$ cat config.mk
export PLATFORM = sky130hd
export DESIGN_NAME = fetch_queue_unit
export DESIGN_NICKNAME = d
export VERILOG_FILES = /design/src/rtl/fetch_queue_unit_pkg.sv /design/src/rtl/fetch_queue_unit_fetch_fifo.sv /design/src/rtl/fetch_queue_unit.sv
export SDC_FILE = /design/constraint.sdc
export NUM_CORES = 1
export LEC_CHECK = 0
export ABC_AREA = 1
export ABC_CLOCK_PERIOD_IN_PS = 5050
export CAP_MARGIN = 30
export CORE_UTILIZATION = 50
export DETAILED_ROUTE_END_ITERATION = 8
export GPL_ROUTABILITY_DRIVEN = 1
export PLACE_DENSITY_LB_ADDON = 0.15
export RECOVER_POWER = 50
export SLEW_MARGIN = 20
export SYNTH_ARGS = -nofsm -noshare
export SYNTH_HDL_FRONTEND = slang
export SYNTH_SLANG_ARGS = --single-unit
$ cat constraint.sdc
create_clock -name clk -period 5.05 [get_ports clk]
set_input_delay 1.515 -clock clk [delete_from_list [all_inputs] [get_ports clk]]
set_output_delay 1.515 -clock clk [all_outputs]
set_load 0.01 [all_outputs]
$ cat src/rtl/fetch_queue_unit_pkg.sv
// Shared fetch front-end types and constants.
// One fetch entry pairs an instruction word with the PC it was fetched from.
package fetch_queue_unit_pkg;
    localparam int          XLEN             = 32;
    localparam int          INSTR_BYTES      = 4;
    localparam logic [31:0] NOP_INSTR        = 32'h0000_0013;
    localparam logic [31:0] PC_RESET_DEFAULT = 32'h0000_0000;

    typedef struct packed {
        logic [XLEN-1:0] instr;
        logic [XLEN-1:0] pc;
    } fetch_entry_t;
endpackage

$ cat src/rtl/fetch_queue_unit_fetch_fifo.sv
// Generic DEPTH-entry synchronous FIFO with flush; head reads as zero when empty.
// Push lands at the edge, so an entry is visible the cycle after its push.
module fetch_fifo #(
    parameter int WIDTH = 64,
    parameter int DEPTH = 4
) (
    input  logic                     clk,
    input  logic                     rst,
    input  logic                     push,
    input  logic [WIDTH-1:0]         push_data,
    input  logic                     pop,
    input  logic                     flush,
    output logic [WIDTH-1:0]         head,
    output logic                     valid,
    output logic [$clog2(DEPTH):0]   count
);
    localparam int AW = $clog2(DEPTH);
    localparam int CW = AW + 1;

    logic [WIDTH-1:0] mem [DEPTH];
    logic [AW-1:0]    wr_ptr;
    logic [AW-1:0]    rd_ptr;
    logic             do_push;
    logic             do_pop;

    assign valid   = (count != '0);
    assign do_pop  = pop && valid && !flush;
    assign do_push = push && !flush && ((count != CW'(DEPTH)) || do_pop);
    assign head    = valid ? mem[rd_ptr] : '0;

    always_ff @(posedge clk) begin
        if (do_push) begin
            mem[wr_ptr] <= push_data;
        end
    end

    always_ff @(posedge clk or negedge rst) begin
        if (!rst) begin
            wr_ptr <= '0;
            rd_ptr <= '0;
            count  <= '0;
        end else if (flush) begin
            wr_ptr <= '0;
            rd_ptr <= '0;
            count  <= '0;
        end else begin
            // Pointers wrap naturally since DEPTH is a power of two.
            if (do_push) wr_ptr <= wr_ptr + AW'(1);
            if (do_pop)  rd_ptr <= rd_ptr + AW'(1);
            count <= count + CW'(do_push) - CW'(do_pop);
        end
    end
endmodule

$ cat src/rtl/fetch_queue_unit.sv
// Fetch front-end: owns the PC, issues one imem request per cycle while credit lasts.
// Latency: request in cycle N is visible to decode in N+2. Decode stalls via out_ready.
module fetch_queue_unit #(
    parameter int              XLEN     = fetch_queue_unit_pkg::XLEN,
    parameter int              DEPTH    = 4,
    parameter logic [XLEN-1:0] PC_RESET = fetch_queue_unit_pkg::PC_RESET_DEFAULT
) (
    input  logic                   clk,
    input  logic                   rst,
    output logic                   imem_req,
    output logic [XLEN-1:0]        imem_addr,
    input  logic [XLEN-1:0]        imem_rdata,
    input  logic                   redirect_valid,
    input  logic [XLEN-1:0]        redirect_pc,
    output logic                   out_valid,
    input  logic                   out_ready,
    output logic [XLEN-1:0]        out_instr,
    output logic [XLEN-1:0]        out_pc,
    output logic [$clog2(DEPTH):0] occupancy
);
    import fetch_queue_unit_pkg::*;

    localparam int CW = $clog2(DEPTH) + 1;

    logic [XLEN-1:0] pc;
    logic [XLEN-1:0] req_pc;
    logic            run;
    logic            inflight;
    logic            killed;
    logic            credit;
    logic            push;
    logic            pop;
    fetch_entry_t    push_entry;
    fetch_entry_t    head_entry;

    // Every in-flight request owns a FIFO slot, so the queue can never overflow.
    assign credit     = ({1'b0, occupancy} + {{CW{1'b0}}, inflight}) < (CW+1)'(DEPTH);
    assign imem_req   = run && !redirect_valid && credit;
    assign imem_addr  = pc;
    assign pop        = out_valid && out_ready;
    assign push       = inflight && !killed && !redirect_valid;
    assign push_entry = '{instr: imem_rdata, pc: req_pc};
    assign out_instr  = head_entry.instr;
    assign out_pc     = head_entry.pc;

    always_ff @(posedge clk or negedge rst) begin
        if (!rst) begin
            pc       <= PC_RESET;
            req_pc   <= PC_RESET;
            run      <= 1'b0;
            inflight <= 1'b0;
            killed   <= 1'b0;
        end else begin
            run <= 1'b1;
            if (redirect_valid) begin
                pc       <= {redirect_pc[XLEN-1:2], 2'b00};
                inflight <= 1'b0;
                killed   <= 1'b1;
            end else if (imem_req) begin
                pc       <= pc + XLEN'(INSTR_BYTES);
                req_pc   <= pc;
                inflight <= 1'b1;
                killed   <= 1'b0;
            end else begin
                inflight <= 1'b0;
                killed   <= 1'b0;
            end
        end
    end

    fetch_fifo #(
        .WIDTH ($bits(fetch_entry_t)),
        .DEPTH (DEPTH)
    ) u_fifo (
        .clk       (clk),
        .rst       (rst),
        .push      (push),
        .push_data (push_entry),
        .pop       (pop),
        .flush     (redirect_valid),
        .head      (head_entry),
        .valid     (out_valid),
        .count     (occupancy)
    );
endmodule

==> impl_metrics.py, run 1 <==
metrics = {
    "power": {
        "ir_drop_mv": 0.271,
        "power_frac_clock": 0.296,
        "seqPwrFrac": 0.429,
        "p_sw_frac": 0.310,
        "p_per_area_mw_per_mm2": 478,
        "p_int_w": 0.00545,
        "comb_power_share": 0.275,
        "power.switching_w": 0.00245,
        "leakage_nw": 6.22,
    },
    "global_routing": {
        "overflow": 0,
        "grt_pass1_wl_um": 47900,
        "grt_pass1_vias": 9092,
        "grt_usage": 0.222,
        "grt_max_degree": 94,
        "antenna_found_initial": 1,
    },
    "timing": {
        "period_needed_ps": 4570,
        "worst_slew_pin_slew_ps": 1450,
        "rsz0062_at_grt": "false",
        "final-setup-viol-count": 0,
        "hold_viol_final": 0,
        "slew_headroom": 0.0334,
        "setup_slack_ps": 478,
        "fin_crit_sh": 0.905,
        "clock_skew_ps": 11.9,
        "final_max_slew_viol_count": 0,
        "fmax_mhz": 219,
    },
    "run": {
        "cap_violations": 0,
    },
    "synthesis": {
        "synth_edf_count": 248,
        "synth_top_area_share": 0.552,
        "postSynth.asyncResetShare": 0.220,
        "netlist_area_mm2": 0.0135,
        "yosys_warnings": 0,
        "synth.area.top_cells": "edfxtp_1 55%, dfrtp_1 13%, nor2_1 8.2%, o21ai_0 6.1%, nand2_1 5.6%",
        "post-synth-top-count-cell": "nor2_1",
        "synth_flop_cell": "edfxtp_1",
        "synth_cells": 1289,
        "avgSynthCellArea_um2": 10.5,
        "synth_top_area_cell": "edfxtp_1",
        "synth_common_cells": "296 x nor2_1, 248 x edfxtp_1, 203 x nand2_1, 164 x o21ai_0, 76 x nand3_1",
        "synth-seq-area-share": 0.681,
        "ys_types": 29,
        "synth_seq_cells": 318,
    },
    "clock_network": {
        "cts_tree": "done",
        "post_cts_resized": 0,
        "cts_buffer_depth": 3,
        "clock-sinks": 318,
        "cts_hold_buf": 0,
        "path_clk_slew_ps": 60,
        "cts-root-buf": "clkbuf_16",
        "cts_buffers": 34,
        "cts_setup_buffers": 0,
        "clk_latency_ps": 510,
        "ctsHtreeMaxLevel": 2,
    },
    "critical_path": {
        "crit_arrival_ps": 3060,
        "max_stage_delay_ps": 550,
        "worstPathCellList": "dlygate4sd3_1, nor2_1, nand2_1, inv_1, nand3_1, inv_6, clkdlybuf4s50_1",
        "crit_slowest_cell": "dlygate4sd3_1",
        "cp_max_fo": 2,
        "critPathLaunchType": "input pin",
        "path_class": "in2out",
        "crit_required_ps": 3540,
        "cp-end-kind": "primary output",
    },
    "cells_and_area": {
        "post-route-util": 0.629,
        "fillCellCount": 2096,
        "drive_above_1_share": 0.0585,
        "final_net_count": 1523,
        "antenna_cells": 0,
        "area_growth_syn_to_layout_pct": 22.5,
    },
    "die": {
        "die-area_mm2": 0.0277,
        "initial_core_util": 0.514,
        "fp.dieH_um": 166,
        "die_x_um": 166,
        "io_pins": 169,
        "rows": 59,
        "core_mm2": 0.0263,
    },
    "place": {
        "io_buffer_count": 162,
        "place_ws_ps": 654,
        "place_hpwl_um": 18200,
        "gp_congestion": 0.821,
    },
    "detailed_routing": {
        "ant_nets": 0,
        "viasPerCell": 5.20,
        "drt-total-wl_um": 30100,
        "vias": 9379,
        "first_iter_violations": 716,
        "drc": 13,
        "firstDrtPassIters": 7,
        "wl_per_cell_um": 16.7,
    },
    "min_path": {
        "min_path_type": "reg2reg",
    },
    "status": {
        "violations": "DRC",
        "status": "finished, violations left",
    },
}
==> worst paths after layout <==
path	from	end	slack [ps]	cells past startpoint
max	redirect_valid	imem_req	480	7
min	req_pc[12]$_DFFE_PN0P_	u_fifo.mem[3][12]$_DFFE_PP_	520	0
max reg2reg	u_fifo.count[1]$_DFF_PN0_	imem_addr[17]$_DFFE_PN0N_	2100	10
min reg2reg	req_pc[12]$_DFFE_PN0P_	u_fifo.mem[3][12]$_DFFE_PP_	520	0
max in group asynchronous	rst	u_fifo.rd_ptr[0]$_DFFE_PN0P_	3040	3
min in group asynchronous	rst	req_pc[30]$_DFFE_PN0P_	1210	2
==> through the flow <==
step           cells  TNS (ps)  hold WS (ps)  cell area (um2)  power, W
6_report        1805         0           523            16500   0.00790
5_1_grt         1805         0           531            16500   0.00831
4_1_cts         1804         0           524            16500   0.00797
3_5_place_dp    1744         0           504            15500   0.00563
3_3_place_gp    1744         0           495            15500   0.00560
2_1_floorplan   1292    -46920           476            13500   0.00449
==> cell families after synthesis <==
kind of cell	share of synthesized area
simple gates	0.175
flops	0.681
compound gates	0.0861
buf+inv	0.0483
fa+ha+maj	0.00890
other cells	0.000556
==> cell usage in the layout (no fill, tap or decap) <==
cell / count
and2_1: 1
nand2_1: 203
inv_2: 2
inv_1: 68
buf_4: 9
fa_1: 1
nor2_4: 8
clkbuf_16: 35
ha_1: 8
buf_12: 9
clkdlybuf4s50_1: 128
nand4_1: 1
a21oi_1: 65
clkinv_1: 5
nand2_2: 3
bufinv_16: 2
buf_16: 1
dfrtp_2: 1
dlygate4sd3_1: 33
edfxtp_1: 248
o21ai_1: 2
clkinv_2: 7
clkinvlp_4: 1
nor2_1: 292
clkbuf_2: 1
buf_2: 1
conb_1: 5
inv_6: 2
clkbuf_1: 14
a31oi_1: 1
or2_2: 1
nand3_1: 77
dfrtp_4: 1
o21ai_0: 164
dfrtp_1: 68
nor2_2: 2
==> sequential cells by signal, indices dropped and copies added, names as in the netlist <==
register,flops
inflight,1
run,1
req_pc,30
u_fifo.count,3
u_fifo.rd_ptr,2
u_fifo.wr_ptr,2
killed,1
u_fifo.mem,248
imem_addr,30
==> power by group through the flow <==
stage	Combinational (W)	Sequential, W	Clock [W]
6_report	0.00217	0.00339	0.00234
5_1_grt	0.00239	0.00343	0.00249
4_1_cts	0.00221	0.00339	0.00238
3_5_place_dp	0.00220	0.00344	0
3_3_place_gp	0.00217	0.00342	0
2_1_floorplan	0.00112	0.00337	0
==> layout make-up <==
type | count | area (um2) | share of cell area
sequential | 318 | 9200 | 0.557
multi-input combinational | 834 | 3680 | 0.223
timing repair buffer | 185 | 1910 | 0.115
clock buffer | 46 | 917 | 0.0555
tap | 335 | 419 | 0.0253
inverter | 73 | 280 | 0.0170
clock inverter | 14 | 121 | 0.00734
==> critical path: cells and delay by family <==
family        cells  cell delay [ps]
buf+inv           4             1230
simple gates      3              300
==> routing by layer <==
| layer | vias to the layer above | wire length, um | global-route usage |
|---|---|---|---|
| met5 | - | 8 | 0 |
| met4 | 2 | 616 | 0.0612 |
| met3 | 45 | 1750 | 0.0427 |
| met2 | 260 | 14500 | 0.377 |
| met1 | 4396 | 13300 | 0.294 |
| li1 | 4676 | - | - |
Power figures use the tool's default switching activity.
==> run 2, diff against run 1 <==
- CORE_MARGIN: default -> 2
- RECOVER_POWER: 50 -> default
==> run 2 against run 1 <==
  * The flow now finishes without violations
  * Total power fell by 1.7%
  * Critical path depth shrank 1
  * Worst setup slack improved by 110 ps
  * First-iteration DRC count is 3.8% higher
  * Die area rose by 2.4%
  * Register-to-register slack gained 320 ps
  * Utilization decreased by 1.5 points
  * Wire length decreased by 0.22%
  * Critical endpoint is now out_instr[11]
  * Largest cell class unchanged
  * Largest power group unchanged
==> impl_metrics.py, run 2 (synthesis gave the netlist of run 1 again) <==
metrics = {
    "detailed_routing": {
        "vias": 9365,
        "drc": 0,
        "wl_met3_um": 1590,
        "dr_wl_met2_um": 14500,
        "viasPerCell": 5.19,
        "highest_layer": "met4",
        "ant_nets": 0,
        "wl_per_cell_um": 16.6,
        "drt-total-wl_um": 30000,
        "wl_met1_um": 13500,
        "firstDrtPassIters": 5,
        "first_iter_violations": 743,
    },
    "power": {
        "power_frac_clock": 0.285,
        "p_int_w": 0.00538,
        "ir_drop_mv": 0.298,
        "p_sw_frac": 0.307,
        "leakage_nw": 6.16,
        "comb_power_share": 0.279,
        "p_per_area_mw_per_mm2": 473,
        "seqPwrFrac": 0.435,
        "power.switching_w": 0.00239,
    },
    "global_routing": {
        "grt_pass1_vias": 9241,
        "antenna_found_initial": 0,
        "grt_usage": 0.214,
        "grt_pass1_wl_um": 48200,
        "overflow": 0,
        "grt_max_degree": 126,
    },
    "timing": {
        "worst_slew_pin_slew_ps": 678,
        "fin_crit_sh": 0.884,
        "final-setup-viol-count": 0,
        "fin_setup_tns_ps": 0,
        "period_needed_ps": 4470,
        "rsz0062_at_grt": "false",
        "clock_skew_ps": 21.9,
        "fmax_mhz": 224,
        "slew_headroom": 0.548,
        "hold_viol_final": 0,
        "final_max_slew_viol_count": 0,
    },
    "die": {
        "rows": 60,
        "die-area_mm2": 0.0283,
        "core_mm2": 0.0267,
        "fp.dieH_um": 168,
        "io_pins": 169,
        "die_x_um": 168,
        "initial_core_util": 0.505,
    },
    "cells_and_area": {
        "mostFrequentLayoutCells": "292 x nor2_1, 248 x edfxtp_1, 203 x nand2_1",
        "largest_reg_flops": 248,
        "regMostFlops": "u_fifo.mem",
        "fillCellCount": 2200,
        "final_common_cell": "nor2_1",
        "antenna_cells": 0,
        "finalNonFillerCells": 1805,
        "area_growth_syn_to_layout_pct": 21.7,
        "multi_input_area_mm2": 0.00369,
        "seq_area_mm2": 0.00920,
        "drive_above_1_share": 0.0574,
        "final_net_count": 1517,
    },
    "clock_network": {
        "cts_hold_buf": 0,
        "cts_buffer_depth": 3,
        "path_clk_slew_ps": 60,
        "cts_buffers": 31,
        "clk_latency_ps": 550,
        "post_cts_resized": 0,
        "cts_setup_buffers": 0,
        "clock-sinks": 318,
        "cts_tree": "done",
        "cts-root-buf": "clkbuf_16",
        "ctsHtreeMaxLevel": 1,
    },
    "critical_path": {
        "critPathLaunch": "u_fifo.rd_ptr[1]$_DFFE_PN0P_",
        "cp-endpoint": "out_instr[11]",
        "r2r_end": "u_fifo.count[2]$_DFF_PN0_",
        "crit_required_ps": 3540,
        "cp_max_fo": 28,
        "critPathLaunchType": "flip-flop",
        "reg2reg_depth": 13,
        "cp-end-kind": "primary output",
        "reg2reg_slack_ps": 2420,
        "crit_arrival_ps": 2950,
        "path_class": "reg2out",
        "r2r-start": "u_fifo.count[1]$_DFF_PN0_",
    },
    "run": {
        "cap_violations": 0,
    },
    "min_path": {
        "min_path_type": "reg2reg",
        "min_path_cells": 0,
    },
    "status": {
        "status": "finished, final reports clean",
    },
    "place": {
        "dp.cells": 1748,
        "gp_congestion": 0.821,
        "io_buffer_count": 162,
        "place_hpwl_um": 18000,
    },
}
[run 2: cell types whose count changed in the layout (fill, tap and decap cells not counted), moves of 2 or more]
cell / delta
dlygate4sd3_1: -33
clkinv_2: -3
clkbuf_8: +5
clkbuf_16: -4
buf_4: +5
clkdlybuf4s50_1: +33
buf_12: -3
clkinv_1: -2
[run 2: power groups by stage]
stage	logic (W)	registers, W	clock network (W)
global placement	0.00216	0.00342	0
global route	0.00240	0.00342	0.00237
finish	0.00217	0.00338	0.00222
floorplan	0.00112	0.00337	0
CTS	0.00220	0.00338	0.00226
detailed placement	0.00219	0.00343	0
[run 2: worst max-delay path, stage by stage, from the launching register on]
cell	delay, ps
dfrtp_2	660
inv_2	360
buf_4	360
nor2_1	130
o21ai_0	90
a21oi_1	210
clkdlybuf4s50_1	580
[run 2: cell type report]
| cell class | count | share of cell area |
|---|---|---|
| Sequential cell | 318 | 0.560 |
| Clock buffer | 49 | 0.0544 |
| Inverter | 73 | 0.0171 |
| Multi-Input combinational cell | 834 | 0.225 |
| Timing Repair Buffer | 182 | 0.112 |
| Tap cell | 341 | 0.0260 |
| Clock inverter | 8 | 0.00548 |
[run 2: layer usage]
| layer | vias to the layer above | GRT usage |
|---|---|---|
| met3 | 36 | 0.0317 |
| met5 | - | 0 |
| met2 | 238 | 0.372 |
| met4 | 0 | 0.0465 |
| met1 | 4430 | 0.289 |
| li1 | 4661 | - |
[run 2: worst min-delay path by stage]
stage | startpoint | endpoint | slack (ps)
final | req_pc[18]$_DFFE_PN0P_ | u_fifo.mem[2][18]$_DFFE_PP_ | 510
after global routing | req_pc[19]$_DFFE_PN0P_ | u_fifo.mem[0][19]$_DFFE_PP_ | 540
after CTS | req_pc[29]$_DFFE_PN0P_ | u_fifo.mem[0][29]$_DFFE_PP_ | 520
after detailed placement | req_pc[29]$_DFFE_PN0P_ | u_fifo.mem[1][29]$_DFFE_PP_ | 500
after global placement | req_pc[29]$_DFFE_PN0P_ | u_fifo.mem[0][29]$_DFFE_PP_ | 490
after floorplan | req_pc[10]$_DFFE_PN0P_ | u_fifo.mem[0][10]$_DFFE_PP_ | 480
[run 2: through the flow]
stage               setup slack (ps)  area [um2]  hold WS [ps]  total power [W]   util
floorplan                       -189       13500           476          0.00449      -
global placement                 618       15400           493          0.00558  0.578
detailed placement               637       15400           500          0.00562  0.578
CTS                              532       16400           518          0.00784  0.615
global route                     404       16400           543          0.00819  0.615
finish                           585       16400           510          0.00777  0.615
==> run 3, diff against run 2 <==
- CORE_MARGIN: 2 -> default
==> run 3 against run 2 <==
  * Non-clock buffer count increased by 3
  * Register-to-register slack about the same
  * Clock power increased by 5%
  * Cell count unchanged
  * Die area decreased by 2.4%
  * Sequential power about the same
  * Via count decreased by 0.23%
  * Largest cell class unchanged
  * Combinational power about the same
  * Largest power group unchanged
  * The flow now finishes with violations (DRC)
  * Count of clock-buffer cells in the layout decreased by 3
==> impl_metrics.py, run 3 (synthesis gave the netlist of run 1 again) <==
metrics = {
    "status": {
        "status": "finished, violations left",
        "violations": "DRC",
    },
    "critical_path": {
        "max_stage_delay_ps": 750,
        "crit_arrival_ps": 2990,
        "path_class": "reg2out",
        "cp-end-kind": "primary output",
        "critPathLaunch": "u_fifo.rd_ptr[1]$_DFFE_PN0P_",
        "crit_slowest_cell": "dfrtp_2",
        "crit_buf_inv": 3,
        "reg2reg_depth": 13,
        "critPathLaunchType": "flip-flop",
        "cp_max_fo": 42,
        "reg2reg_slack_ps": 2410,
        "r2r-start": "u_fifo.count[1]$_DFF_PN0_",
        "worstPathCellList": "inv_2, buf_12, nor2_1, o21ai_0, a21oi_1, clkdlybuf4s50_1",
        "crit_required_ps": 3540,
        "r2r_end": "u_fifo.count[2]$_DFF_PN0_",
        "cp_top_family": "buffers and inverters",
    },
    "power": {
        "finalPower_w": 0.00790,
        "comb_power_share": 0.275,
        "seqPwrFrac": 0.429,
        "p_per_area_mw_per_mm2": 477,
        "leakage_nw": 6.23,
        "power.switching_w": 0.00244,
        "power_frac_clock": 0.296,
        "ir_drop_mv": 0.271,
        "p_int_w": 0.00546,
        "p_sw_frac": 0.309,
    },
    "timing": {
        "worst_slew_pin_slew_ps": 713,
        "hold_viol_final": 0,
        "final-setup-viol-count": 0,
        "fin_crit_sh": 0.891,
        "rsz0062_at_grt": "false",
        "slew_headroom": 0.525,
        "setup_slack_ps": 550,
        "final_max_slew_viol_count": 0,
        "fmax_mhz": 222,
        "period_needed_ps": 4500,
        "clock_skew_ps": 12.4,
    },
    "detailed_routing": {
        "drt-total-wl_um": 30000,
        "firstDrtPassIters": 7,
        "wl_per_cell_um": 16.6,
        "drc": 13,
        "viasPerCell": 5.18,
        "ant_nets": 0,
        "vias": 9343,
        "first_iter_violations": 727,
    },
    "clock_network": {
        "clock-sinks": 318,
        "cts_buffers": 34,
        "cts_hold_buf": 0,
        "cts_tree": "done",
        "cts-root-buf": "clkbuf_16",
        "ctsHtreeMaxLevel": 2,
        "post_cts_resized": 0,
        "cts_buffer_depth": 3,
        "cts_setup_buffers": 0,
        "path_clk_slew_ps": 60,
        "clk_latency_ps": 510,
    },
    "place": {
        "place_hpwl_um": 18200,
        "gp_congestion": 0.821,
        "io_buffer_count": 162,
        "place_ws_ps": 654,
    },
    "min_path": {
        "hold_start": "req_pc[12]$_DFFE_PN0P_",
        "min_path_type": "reg2reg",
        "min_path_cells": 0,
        "min_to": "u_fifo.mem[3][12]$_DFFE_PP_",
    },
    "global_routing": {
        "grt_usage": 0.222,
        "grt_pass1_wl_um": 47900,
        "antenna_found_initial": 0,
        "grt_pass1_vias": 9092,
        "grt_max_degree": 94,
        "overflow": 0,
    },
    "cells_and_area": {
        "mostFrequentLayoutCells": "292 x nor2_1, 248 x edfxtp_1, 203 x nand2_1",
        "drive_above_1_share": 0.0612,
        "area_growth_syn_to_layout_pct": 22.6,
        "regMostFlops": "u_fifo.mem",
        "final_net_count": 1523,
        "antenna_cells": 0,
        "largest_reg_flops": 248,
        "final_common_cell": "nor2_1",
    },
    "die": {
        "rows": 59,
        "core_mm2": 0.0263,
        "die_x_um": 166,
        "die-area_mm2": 0.0277,
        "fp.dieH_um": 166,
        "io_pins": 169,
        "initial_core_util": 0.514,
    },
    "run": {
        "cap_violations": 0,
    },
}
## run 3: final cells by class
| type | count | area, um2 |
|---|---|---|
| clock inverters | 14 | 121 |
| multi-input cells | 834 | 3690 |
| well taps | 335 | 419 |
| fillers | 2090 | 9730 |
| clock buffers | 46 | 917 |
| flip-flops and latches | 318 | 9200 |
| inverters | 73 | 280 |
| repair buffers | 185 | 1920 |
## run 3: per-stage QoR
stage               instance area, um2  setup TNS, ps   util  hold WS (ps)  std cells
global route                     16600              0  0.630           531       1805
detailed placement               15500              0  0.589           504       1744
global placement                 15500              0  0.589           495       1744
floorplan                        13500         -46920      -           476       1292
finish                           16600              0  0.630           517       1805
CTS                              16500              0  0.629           524       1804
## run 3: metal layers
layer / vias to the layer above / part of all wire / GRT usage
met5: - / 0 / 0
met4: 0 / 0.020 / 0.0612
met3: 41 / 0.059 / 0.0427
met2: 259 / 0.48 / 0.377
met1: 4369 / 0.44 / 0.294
li1: 4674 / - / -
## run 3: how the worst max path moves through the flow
stage	depth (start not counted)	to
detailed placement	7	imem_req
CTS	6	out_instr[8]
global route	6	out_instr[8]
finish	6	out_instr[8]
global placement	7	imem_req
floorplan	6	u_fifo.mem[0][10]$_DFFE_PP_
## run 3: power groups by stage
| stage | clock, W | combinational [W] | sequential, W |
|---|---|---|---|
| 2_1_floorplan | 0 | 0.00112 | 0.00337 |
| 3_3_place_gp | 0 | 0.00217 | 0.00342 |
| 3_5_place_dp | 0 | 0.00220 | 0.00344 |
| 4_1_cts | 0.00238 | 0.00221 | 0.00339 |
| 5_1_grt | 0.00249 | 0.00240 | 0.00343 |
| 6_report | 0.00234 | 0.00218 | 0.00339 |
